## config.mk

```make
export PLATFORM = sky130hd
export DESIGN_NAME = sipo_receiver
export DESIGN_NICKNAME = d
export VERILOG_FILES = /design/src/rtl/sipo_receiver_pkg.sv /design/src/rtl/sipo_shift_core.sv /design/src/rtl/sipo_receiver.sv
export SDC_FILE = /design/constraint.sdc
export NUM_CORES = 1
export LEC_CHECK = 0
export BUFFER_PORTS_ARGS = -buffer_cell sky130_fd_sc_hd__buf_4
export CAP_MARGIN = 30
export CORE_MARGIN = 5
export CORE_UTILIZATION = 55
export CTS_BUF_LIST = sky130_fd_sc_hd__clkbuf_8
export CTS_CLUSTER_SIZE = 40
export DETAILED_ROUTE_END_ITERATION = 8
export GPL_ROUTABILITY_DRIVEN = 1
export PLACE_DENSITY = 0.79
export SETUP_SLACK_MARGIN = 0.02
export SLEW_MARGIN = 15
export SYNTH_ARGS = -nofsm -noshare
export SYNTH_HDL_FRONTEND = slang
export SYNTH_SLANG_ARGS = --single-unit
export TNS_END_PERCENT = 20
```

## constraint.sdc

```tcl
create_clock -name clk -period 1.8 [get_ports clk]
set_clock_uncertainty 0.15 [all_clocks]
set_input_delay 0.09 -clock clk [delete_from_list [all_inputs] [get_ports clk]]
set_output_delay 0.09 -clock clk [all_outputs]
set_load 0.005 [all_outputs]
```

## src/rtl/sipo_receiver_pkg.sv

```systemverilog
// Shared types and constants for the serial-in parallel-out receiver.
// Holds the FSM state encoding and the shift-direction encodings.
package sipo_receiver_pkg;

    typedef enum logic {
        IDLE = 1'b0,
        RECV = 1'b1
    } state_e;

    localparam logic LSB_FIRST = 1'b0;
    localparam logic MSB_FIRST = 1'b1;

endpackage

```

## src/rtl/sipo_shift_core.sv

```systemverilog
// Shift register datapath of the SIPO receiver.
// Ports: clk, rst_n (sync, active-low), clear (drop old contents before
// this shift), shift_en, dir (LSB_FIRST/MSB_FIRST), sin, q (register value).
module sipo_shift_core
    import sipo_receiver_pkg::*;
#(
    parameter int WIDTH = 4
) (
    input  logic             clk,
    input  logic             rst_n,
    input  logic             clear,
    input  logic             shift_en,
    input  logic             dir,
    input  logic             sin,
    output logic [WIDTH-1:0] q
);

    logic [WIDTH-1:0] q_q;
    logic [WIDTH-1:0] q_d;
    logic [WIDTH-1:0] base;

    // clear together with shift_en starts a fresh word: the first bit
    // lands in an otherwise zeroed register.
    always_comb begin
        base = clear ? '0 : q_q;
        q_d  = q_q;
        if (shift_en) begin
            if (dir == MSB_FIRST) begin
                q_d = {base[WIDTH-2:0], sin};
            end else begin
                q_d = {sin, base[WIDTH-1:1]};
            end
        end else if (clear) begin
            q_d = '0;
        end
    end

    always_ff @(posedge clk) begin
        if (!rst_n) begin
            q_q <= '0;
        end else begin
            q_q <= q_d;
        end
    end

    assign q = q_q;

endmodule

```

## src/rtl/sipo_receiver.sv

```systemverilog
// Serial-in parallel-out receiver with start framing and valid/ready output.
// Ports: clk, rst_n, start, sin_valid, sin, dir in; dout, dout_valid,
// overrun, busy out; dout_ready in (consumer accept).
module sipo_receiver
    import sipo_receiver_pkg::*;
#(
    parameter int WIDTH = 4
) (
    input  logic             clk,
    input  logic             rst_n,
    input  logic             start,
    input  logic             sin_valid,
    input  logic             sin,
    input  logic             dir,
    output logic [WIDTH-1:0] dout,
    output logic             dout_valid,
    input  logic             dout_ready,
    output logic             overrun,
    output logic             busy
);

    localparam int CW = $clog2(WIDTH + 1);
    localparam logic [CW-1:0] LAST = CW'(WIDTH - 1);

    state_e           state_q, state_d;
    logic [CW-1:0]    cnt_q, cnt_d;
    logic             dir_q, dir_d;
    logic [WIDTH-1:0] dout_q, dout_d;
    logic             valid_q, valid_d;
    logic             ovr_q, ovr_d;

    logic             start_fire;
    logic             shift_fire;
    logic             last;
    logic             shift_dir;
    logic [WIDTH-1:0] sr;
    logic [WIDTH-1:0] word;

    assign start_fire = sin_valid & start;
    assign shift_fire = sin_valid & ~start & (state_q == RECV);
    assign last       = shift_fire & (cnt_q == LAST);
    // A (re)start uses the live dir; mid-word shifts use the latched one.
    assign shift_dir  = start_fire ? dir : dir_q;

    sipo_shift_core #(
        .WIDTH (WIDTH)
    ) u_core (
        .clk      (clk),
        .rst_n    (rst_n),
        .clear    (start_fire),
        .shift_en (start_fire | shift_fire),
        .dir      (shift_dir),
        .sin      (sin),
        .q        (sr)
    );

    // The finished word includes the bit sampled on this same edge, so it
    // is formed from the register plus sin rather than read back later.
    always_comb begin
        if (dir_q == MSB_FIRST) begin
            word = {sr[WIDTH-2:0], sin};
        end else begin
            word = {sin, sr[WIDTH-1:1]};
        end
    end

    always_comb begin
        state_d = state_q;
        cnt_d   = cnt_q;
        dir_d   = dir_q;
        if (start_fire) begin
            state_d = RECV;
            cnt_d   = CW'(1);
            dir_d   = dir;
        end else if (shift_fire) begin
            if (last) begin
                state_d = IDLE;
                cnt_d   = '0;
            end else begin
                cnt_d = cnt_q + CW'(1);
            end
        end
    end

    // A new word always wins the output register; overrun only flags a
    // word that was never accepted.
    always_comb begin
        dout_d  = dout_q;
        valid_d = valid_q;
        ovr_d   = ovr_q;
        if (valid_q && dout_ready) begin
            valid_d = 1'b0;
        end
        if (last) begin
            dout_d  = word;
            valid_d = 1'b1;
            if (valid_q && !dout_ready) begin
                ovr_d = 1'b1;
            end
        end
    end

    always_ff @(posedge clk) begin
        if (!rst_n) begin
            state_q <= IDLE;
            cnt_q   <= '0;
            dir_q   <= LSB_FIRST;
            dout_q  <= '0;
            valid_q <= 1'b0;
            ovr_q   <= 1'b0;
        end else begin
            state_q <= state_d;
            cnt_q   <= cnt_d;
            dir_q   <= dir_d;
            dout_q  <= dout_d;
            valid_q <= valid_d;
            ovr_q   <= ovr_d;
        end
    end

    assign dout       = dout_q;
    assign dout_valid = valid_q;
    assign overrun    = ovr_q;
    assign busy       = (state_q == RECV);

endmodule

```

* Yosys cells after proc, flatten, opt, wreduce, memory -nomap -nowiden
Cells that the tools add are included.
** Storage, ports and cells
- Register bits after elaboration :: 15
- Input port bits :: 7
- Output and inout port bits :: 7
- Logic and storage cells :: 39
** Operators by class
- Add/subtract/negate cells :: 1
- Equality and inequality tests :: 1
- Multiplexer cells :: 13
- Bitwise operators :: 7
- Reductions and logical operators :: 9
** Operators with widths (count)
- 4-bit 2-to-1 mux :: 4
- 1-bit 2-to-1 mux :: 8
- 2-bit nonzero test :: 3
- 1-bit bitwise AND :: 4
- 2-bit AND reduction :: 2
- 3-bit by 1-bit adder with 3-bit output (second input constant) :: 1
- 3-bit by 2-bit == test with 1-bit output (second input constant) :: 1
- 3-bit 2-to-1 mux :: 1
- 1-bit logical AND :: 2
- 1-bit inverter :: 2
- 2-bit OR reduction :: 1
- 1-bit zero test :: 1
- 1-bit OR :: 1

* Logic depth before layout (Yosys ltp)
Gate-level depths: netlist of run 1.
- Depth after elaboration :: 7
- Depth in mapped cells :: 6
- Gate-level depth less buffers :: 5

* Hierarchy
Synthesis of run 1 repeated with hierarchy kept, for this count alone.
** Second synthesis, totals
- Cells, all modules :: 74
- Area, all modules :: 705.7 µm²
** By module, submodules not included
- sipo_receiver :: instances 1, cells each 53, area each 510.5 µm², sequential area each 220.2 µm²
- sipo_shift_core :: instances 1, cells each 21, area each 195.2 µm², sequential area each 80.1 µm²

* Worst setup path after synthesis of run 1
No wires, ideal clock.
- Path kind :: flip-flop to flip-flop
- From :: reg cnt_q[0]
- To :: reg dout_q[0] (netlist: dout[0])
- Setup time :: 0.116 ns
- Data arrival time :: 1.212 ns
- Data required time :: 1.534 ns
- Path slack :: 0.321 ns
- Stages on the path, launching flop included :: 6
- Clock period less this slack :: 1.479 ns
- Path through :: dfxtp_1 ha_1 ha_1 and4b_1 buf_2 o211a_1
** On the way
- Cells in the longest elaborated chain, start to end :: 2
** RTL lines
- start: declaration :: line sipo_receiver.sv:26 : logic [CW-1:0] cnt_q, cnt_d;
- start signal: assignment :: line sipo_receiver.sv:113 : cnt_q <= cnt_d;
- 3-bit by 2-bit == test with 1-bit output :: line sipo_receiver.sv:41 : assign last = shift_fire & (cnt_q == LAST);
- 1-bit bitwise AND :: line sipo_receiver.sv:41
- end signal: assignment :: line sipo_receiver.sv:115 : dout_q <= dout_d;
- end: declaration :: line sipo_receiver.sv:28 : logic [WIDTH-1:0] dout_q, dout_d;
Every way passes these cells.
A chain may end at the register's enable or synchronous reset.

* Final worst setup path of run 1
Same ends and word-level chain as after synthesis.

==> flow_summary.yaml, run 1 <==
die:
  fp.dieW_um: 46.0
  num_rows: 13
  ioPinCount: 14
  die_y_um: 46.0
  core_area_um2: 1270
  start_util: 0.562
  dieArea_um2: 2120
clock_tree:
  cts.repair.resized: 0
  cts_sinks: 15
  htreeDepth: 1
  clk_latency_ns: 0.24
  cts_hold_buf: 0
  cts_tree: "done"
  cts_buffers: 3
  post-cts-setup-buffers: 0
  cts-root-buf: "clkbuf_8"
  clk_pin_slew_worst_paths_ns: 0.06
  clock_path_buffers: 2
drt:
  wire_per_inst_um: 13.4
  drtIter0Drc: 7
  routed_wl_um: 1400
  remaining_drc_errors: 0
  num_vias: 607
  dr.pass1.iters: 4
  ant_nets: 0
  avgViaCountPerCell: 5.84
synth:
  yosysSeqAreaShare: 0.421
  synth_ff_type: "dfxtp_1"
  syn_area_um2: 713
  yosysWarnings: 0
  yosys.area.top_type_share: 0.421
  synth_cells: 76
  synth.largest_area_cell: "dfxtp_1"
  ys_ff_latch: 15
  ys_types: 26
  synth_fp_nets: 85
  synth-edff-count: 0
  synth_area_leaders: "dfxtp_1 42%, nand2_1 6.3%, mux2i_1 5.6%"
  post_synth.cell_area_avg_um2: 9.38
  ys_async_sr_fraction: 0
placement:
  io_buffers: 13
  place_congestion: 0.822
  dp_hpwl_um: 1010
run:
  maxCapViolations: 0
final_layout:
  register_area_um2: 300
  fill_cells: 107
  postLayoutCoreUtil: 0.674
  layout.nets: 99
  multiInputGateArea_um2: 388
  drive_above_1_share: 0.202
  syn2layout_area_growth_pct: 19.8
  insertedDiodeCount: 0
critical_path:
  reg2reg_slack_ns: 0.17
  worstSetupStartpoint: "cnt_q[0]"
  arrival_ns: 1.62
  required_ns: 1.79
  cp-end-kind: "register"
  r2r_start: "cnt_q[0]"
  critPathLaunchType: "register"
  worstPathMaxFanout: 10
  crit_type: "reg -> reg"
min_path:
  hold_start: "rst_n"
  min_path_type: "in -> reg"
timing:
  setup_tns_ns: 0
  max_slew_margin: 0.762
  hold_viol_final: 0
  worstMarginPinSlew_ns: 0.357
  setup_viol: 0
  final_max_slew_viol_count: 0
  period_needed_ns: 1.63
  period_share: 0.908
  max_freq_mhz: 612
  rsz0062_at_grt: "no"
global_routing:
  grt_max_degree: 15
  track_usage: 0.161
  antenna_found_initial: 0
  overflow: 0
  grt_pass1_vias: 580
  grt_pass1_wl_um: 2470
power_and_ir_drop:
  peakVddDrop_uv: 779
  power_density_nw_per_um2: 785
  leakagePower_nw: 0.390
run_status:
  outcome: "finished, final reports clean"
final timing paths:
kind | end | cells past startpoint
setup / recovery | dout[0] | 5
hold / removal | dout_valid | 2
hold reg to reg | cnt_q[2] | 2
setup reg to reg | dout[0] | 5
power by group:
group	switching [mW]	internal, mW	total [mW]
Combinational	0.0285	0.0273	0.0558
Sequential	0.0103	0.340	0.351
Clock	0.111	0.153	0.264
routing by layer:
metal  up-vias  track usage  share of wire
li1        301            -              -
met1       297        0.199           0.47
met2         7        0.255           0.49
met5         -            0              0
met4         0       0.0682         0.0065
met3         2       0.0474          0.034
kinds of logic after synthesis:
group           count (synthesis)  share of synthesized area
compound gates                 22                      0.214
mux                             4                     0.0561
fa+ha+maj                       2                     0.0351
buf+inv                         5                     0.0351
simple gates                   28                      0.239
flops                          15                      0.421
cell usage after synthesis, drive strengths merged (2+ instances only):
cell type / instances
mux2i: 4
o21ai: 5
o211a: 4
nor2b: 3
nand2: 12
nand3: 2
ha: 2
a31oi: 2
buf: 3
and2: 3
o21a: 2
a21boi: 3
dfxtp: 15
o2bb2ai: 2
nand3b: 2
a21oi: 4
cells in the final DEF, fill, tap and decap left out, drive strengths merged:
master,n
and2,3
o21ai,5
a21boi,3
nor2b,3
mux2i,4
buf,13
and4b,1
or3b,1
clkinv,1
dfxtp,15
clkbuf,3
nand4b,1
o21a,2
a31oi,2
nand3b,2
nor4bb,1
ha,2
nand4,1
a21oi,4
nand3,2
o211a,4
nand2,12
o2bb2ai,2
or3,1
inv,1
metrics by stage:
stage | cells | worst slack, ns | hold WS (ns) | power (mW) | instance area [um^2]
after detailed placement | 100 | 0.206 | 0.259 | 0.413 | 808
after global placement | 100 | 0.251 | 0.260 | 0.411 | 808
final | 104 | 0.166 | 0.00926 | 0.671 | 855
after floorplan | 76 | 0.321 | 0.0783 | 0.389 | 713
after global routing | 104 | 0.0399 | 0.0191 | 0.703 | 855
after CTS | 104 | 0.164 | 0.00505 | 0.674 | 855
area by class of cell:
cell class                      instances  area share
Clock buffer                            3      0.0483
Clock inverter                          1     0.00586
Inverter                                1     0.00439
Multi-Input combinational cell         56       0.454
Sequential cell                        15       0.351
Tap cell                               15      0.0220
Timing Repair Buffer                   13       0.114
worst max-delay path: stages, from the launching register on:
cell and delay [ns]:
dfxtp_1 0.36, ha_1 0.17, ha_1 0.21, and4b_1 0.41, nand2_1 0.10, o211a_1 0.14
flip-flops by register name (all words and copies together) (netlist names):
register / flops
cnt_q: 3
dout_valid: 1
overrun: 1
busy: 1
u_core.q: 4
dout: 4
dir_q: 1
Power figures use the tool's default switching activity.
==> run 2, diff against run 1 <==
- CORE_AREA: unset -> 2 2 39 41
- CORE_MARGIN: 5 -> unset
- CORE_UTILIZATION: 55 -> unset
- DIE_AREA: unset -> 0 0 41 43
- PLACE_DENSITY: 0.79 -> 0.76
- SYNTH_HIERARCHICAL: unset -> 1
==> flow_summary.yaml, run 2 <==
run_status:
  outcome: "finished, final reports clean"
drt:
  dr.pass1.iters: 2
  wire_per_inst_um: 12.9
  num_vias: 584
  ant_nets: 0
  avgViaCountPerCell: 5.56
  routed_wl_um: 1360
  drtIter0Drc: 3
  remaining_drc_errors: 0
synth:
  post_synth.cell_area_avg_um2: 9.54
  ys_types: 24
  ys_async_sr_fraction: 0
  yosysSeqAreaShare: 0.426
  synth_cells: 74
  ys_ff_latch: 15
  yosysWarnings: 6
  syn_area_um2: 706
  synth_commonest_cells: "15 x dfxtp_1, 8 x mux2i_1, 8 x nand2_1"
  synth-edff-count: 0
  synth.largest_area_cell: "dfxtp_1"
  synth_fp_nets: 83
  synth_ff_type: "dfxtp_1"
  synth.most_common_cell: "dfxtp_1"
  synth_area_leaders: "dfxtp_1 43%, mux2i_1 11%, o211a_1 5.7%"
  yosys.area.top_type_share: 0.426
timing:
  hold_viol_final: 0
  setup_tns_ns: 0
  period_share: 0.894
  max_freq_mhz: 621
  worstMarginPinSlew_ns: 0.344
  setup_viol: 0
  final_max_slew_viol_count: 0
  rsz0062_at_grt: "no"
  max_slew_margin: 0.768
  period_needed_ns: 1.61
clock_tree:
  post-cts-setup-buffers: 0
  htreeDepth: 1
  clk_latency_ns: 0.25
  cts_sinks: 15
  clock_path_buffers: 2
  cts.repair.resized: 0
  cts_tree: "done"
  cts-root-buf: "clkbuf_8"
  clk_pin_slew_worst_paths_ns: 0.06
  cts_buffers: 3
die:
  ioPinCount: 14
  num_rows: 14
  start_util: 0.510
  dieArea_um2: 1760
  fp.dieW_um: 41
  core_area_um2: 1380
  die_y_um: 43
global_routing:
  antenna_found_initial: 0
  grt_max_degree: 17
  grt_pass1_vias: 528
  track_usage: 0.184
  grt_pass1_wl_um: 2110
  overflow: 0
critical_path:
  r2r_end: "cnt_q[2]"
  required_ns: 1.78
  worstPathMaxFanout: 7
  worstSetupStartpoint: "sin_valid"
  cp-endpoint: "u_core/q[1]"
  r2r_start: "cnt_q[0]"
  arrival_ns: 1.59
  crit_type: "in -> reg"
  rr_worst_depth: 4
  reg2reg_slack_ns: 0.20
  critPathLaunchType: "input port"
  cp-end-kind: "register"
placement:
  place_congestion: 0.712
  io_buffers: 13
  dp_hpwl_um: 944
  dpl.cell_count: 99
power_and_ir_drop:
  peakVddDrop_uv: 450
  power_density_nw_per_um2: 814
  leakagePower_nw: 0.398
min_path:
  hold_start: "rst_n"
  min_path_type: "in -> reg"
final_layout:
  register_area_um2: 300
  syn2layout_area_growth_pct: 22.9
  final_cell_mix: "15 x dfxtp_1, 13 x buf_4, 8 x nand2_1, 8 x mux2i_1, 6 x a21oi_1"
  insertedDiodeCount: 0
  multiInputGateArea_um2: 375
  drive_above_1_share: 0.236
  layout_commonest_cell: "dfxtp_1"
  layout.nets: 99
  finalNonFillerCells: 105
  fill_cells: 120
run:
  maxCapViolations: 0
-- run 2: cell types whose count changed in the layout (fill, tap and decap cells not counted), sizes merged, moves of 2 or more --
cell,change
a21oi,+2
a31oi,-2
dlygate4sd3,+2
mux2i,+4
nand2,-4
nand3b,-2
nor2b,+3
o2bb2ai,-2
-- run 2: where the power goes --
part | switching [mW] | internal, mW | total (mW) | leakage [nW]
logic | 0.0358 | 0.0385 | 0.0743 | 0.250
registers | 0.00980 | 0.343 | 0.353 | 0.122
clock network | 0.125 | 0.154 | 0.278 | 0.0255
-- run 2: how the worst min path moves through the flow --
stage                        to  depth (start not counted)
finish                     busy                          2
global placement       cnt_q[0]                          3
detailed placement     cnt_q[0]                          3
floorplan           u_core/q[0]                          2
CTS                        busy                          2
global route         dout_valid                          3
-- run 2: stage by stage --
stage / hold WS [ns] / power [mW] / util / setup WS [ns] / cell area (um^2)
after floorplan: 0.0784 / 0.406 / - / 0.259 / 706
after global placement: 0.252 / 0.429 / 0.579 / 0.241 / 801
after detailed placement: 0.255 / 0.430 / 0.579 / 0.215 / 801
after CTS: 0.00846 / 0.708 / 0.627 / 0.201 / 867
after global routing: 0.0181 / 0.731 / 0.627 / 0.0985 / 867
final: 0.00537 / 0.706 / 0.627 / 0.191 / 867
-- run 2: worst max-delay path, cell delays in order --
cell,delay (ns)
dlygate4sd3_1,0.52
buf_4,0.14
and2_4,0.19
mux2_2,0.40
mux2i_1,0.17
a21oi_1,0.08
-- run 2: layout make-up --
class | instances | area share
multi-input combinational | 53 | 0.433
tap | 16 | 0.0231
sequential | 15 | 0.346
clock inverter | 1 | 0.00577
clock buffer | 3 | 0.0476
inverter | 2 | 0.00866
timing repair buffer | 15 | 0.136
-- run 2: cell families after synthesis --
group,synth area share
AO/OA/AOI/OAI,0.195
AND/OR/NAND/NOR,0.172
flip-flops,0.426
multiplexers,0.129
buffers and inverters,0.0426
adder cells (fa/ha/maj),0.0355
-- run 2: timing repair --
action	in CTS	in global routing
endpoints found under the setup margin	0	0
endpoints found under the hold margin	2	0
hold buffers	2	0
-- run 2: routing by layer --
metal,vias to the layer above,global-route usage,share of wire
li1,290,-,-
met1,282,0.201,0.45
met3,5,0.0471,0.025
met2,7,0.284,0.49
met4,0,0.140,0.034
met5,-,0,0
==> run 3, diff against run 2 <==
- CORE_AREA: 2 2 39 41 -> unset
- CORE_MARGIN: unset -> 2
- CORE_UTILIZATION: unset -> 55
- DIE_AREA: 0 0 41 43 -> unset
- PLACE_DENSITY: 0.76 -> 0.79
- SYNTH_HIERARCHICAL: 1 -> unset
==> flow_summary.yaml, run 3 (synthesis gave the netlist of run 1 again) <==
clock_tree:
  clk_latency_ns: 0.24
  cts.repair.resized: 0
  htreeDepth: 1
  cts_sinks: 15
  cts_hold_buf: 0
  cts-root-buf: "clkbuf_8"
  clock_path_buffers: 2
  clk_pin_slew_worst_paths_ns: 0.06
  cts_buffers: 3
  post-cts-setup-buffers: 0
  cts_tree: "done"
critical_path:
  cp_slowest_cell: "and4b_1"
  reg2reg_slack_ns: 0.19
  cp_slowest_stage_delay_ns: 0.40
  path_cells: "ha_1 > ha_1 > and4b_1 > nand2_1 > o211a_1"
  rr_worst_depth: 5
  worst_path_most_repeated_cell: "ha_1"
  required_ns: 1.79
  arrival_ns: 1.60
  r2r_end: "dout[1]"
  worstPathMaxFanout: 10
  cp-end-kind: "register"
  crit_type: "reg -> reg"
  critPathLaunchType: "register"
  r2r_start: "cnt_q[0]"
power_and_ir_drop:
  power.share.switching: 0.223
  p_total_mw: 0.668
  seq_power_share: 0.525
  power_frac_comb: 0.083
  leakagePower_nw: 0.392
  power_frac_clock: 0.392
  peakVddDrop_uv: 529
  power_density_nw_per_um2: 784
  internal_power_mw: 0.519
  p_sw_mw: 0.149
final_layout:
  layout_commonest_cell: "dfxtp_1"
  syn2layout_area_growth_pct: 19.5
  layout.nets: 99
  fill_cells: 90
  insertedDiodeCount: 0
  multiInputGateArea_um2: 388
  drive_above_1_share: 0.191
  final_cell_mix: "15 x dfxtp_1, 13 x buf_4, 12 x nand2_1"
  register_area_um2: 300
die:
  die_y_um: 40.0
  num_rows: 12
  core_area_um2: 1160
  dieArea_um2: 1600
  fp.dieW_um: 40.0
  start_util: 0.617
  ioPinCount: 14
global_routing:
  grt_pass1_wl_um: 2290
  grt_max_degree: 15
  track_usage: 0.225
  overflow: 0
  antenna_found_initial: 0
  grt_pass1_vias: 509
timing:
  period_share: 0.892
  setup_viol: 0
  max_slew_margin: 0.757
  worstMarginPinSlew_ns: 0.364
  setup_tns_ns: 0
  max_freq_mhz: 623
  hold_viol_final: 0
  period_needed_ns: 1.61
  final_max_slew_viol_count: 0
  rsz0062_at_grt: "no"
drt:
  remaining_drc_errors: 0
  ant_nets: 0
  routed_wl_um: 1350
  avgViaCountPerCell: 5.87
  num_vias: 605
  dr.pass1.iters: 4
  wire_per_inst_um: 13.1
  drtIter0Drc: 17
min_path:
  min_to: "dout_valid"
  hold_start: "rst_n"
  min_path_type: "in -> reg"
  hold-path-cell-count: 2
placement:
  place_congestion: 0.720
  dp_hpwl_um: 949
  io_buffers: 13
run:
  maxCapViolations: 0
run_status:
  outcome: "finished, final reports clean"
-- run 3: worst max-delay path by stage --
stage | from | endpoint | slack, ns | depth (start not counted)
floorplan | cnt_q[0] | dout[0] | 0.32 | 5
global placement | cnt_q[0] | dout[0] | 0.23 | 5
detailed placement | cnt_q[0] | dout[2] | 0.21 | 5
CTS | cnt_q[0] | dout[0] | 0.19 | 5
global route | cnt_q[0] | dout[0] | 0.05 | 5
finish | cnt_q[0] | dout[1] | 0.19 | 5
-- run 3: layer usage --
layer	global-route usage	wire length (um)
met5	0	0
met1	0.292	656
met3	0.0833	91
met4	0.129	22
met2	0.315	581
-- run 3: worst max-delay path: cells and delay by family (launching register included) --
family / cells / cell delay [ns]
AO/OA/AOI/OAI: 1 / 0.13
adder cells (fa/ha/maj): 2 / 0.36
flip-flops: 1 / 0.35
AND/OR/NAND/NOR: 2 / 0.49
-- run 3: area by class of cell --
cell class | instances | area share
Sequential cell | 15 | 0.352
Clock buffer | 3 | 0.0485
Clock inverter | 1 | 0.00441
Inverter | 1 | 0.00441
Tap cell | 14 | 0.0206
Timing Repair Buffer | 13 | 0.115
Multi-Input combinational cell | 56 | 0.455
-- run 3: power groups by stage --
stage	Sequential (mW)	Combinational [mW]	Clock, mW
final	0.351	0.0551	0.262
after detailed placement	0.358	0.0545	0
after floorplan	0.353	0.0361	0
after CTS	0.351	0.0550	0.267
after global routing	0.352	0.0623	0.282
after global placement	0.358	0.0538	0
-- run 3: stage by stage --
| step | cell area, um^2 | std cells | utilization | hold slack (ns) | worst slack [ns] |
|---|---|---|---|---|---|
| after floorplan | 713 | 76 | - | 0.0783 | 0.321 |
| after global placement | 807 | 99 | 0.698 | 0.250 | 0.232 |
| after detailed placement | 807 | 99 | 0.698 | 0.256 | 0.207 |
| after CTS | 852 | 103 | 0.737 | 0.000127 | 0.194 |
| after global routing | 852 | 103 | 0.737 | 0.00779 | 0.0481 |
| final | 852 | 103 | 0.737 | 0.00570 | 0.194 |
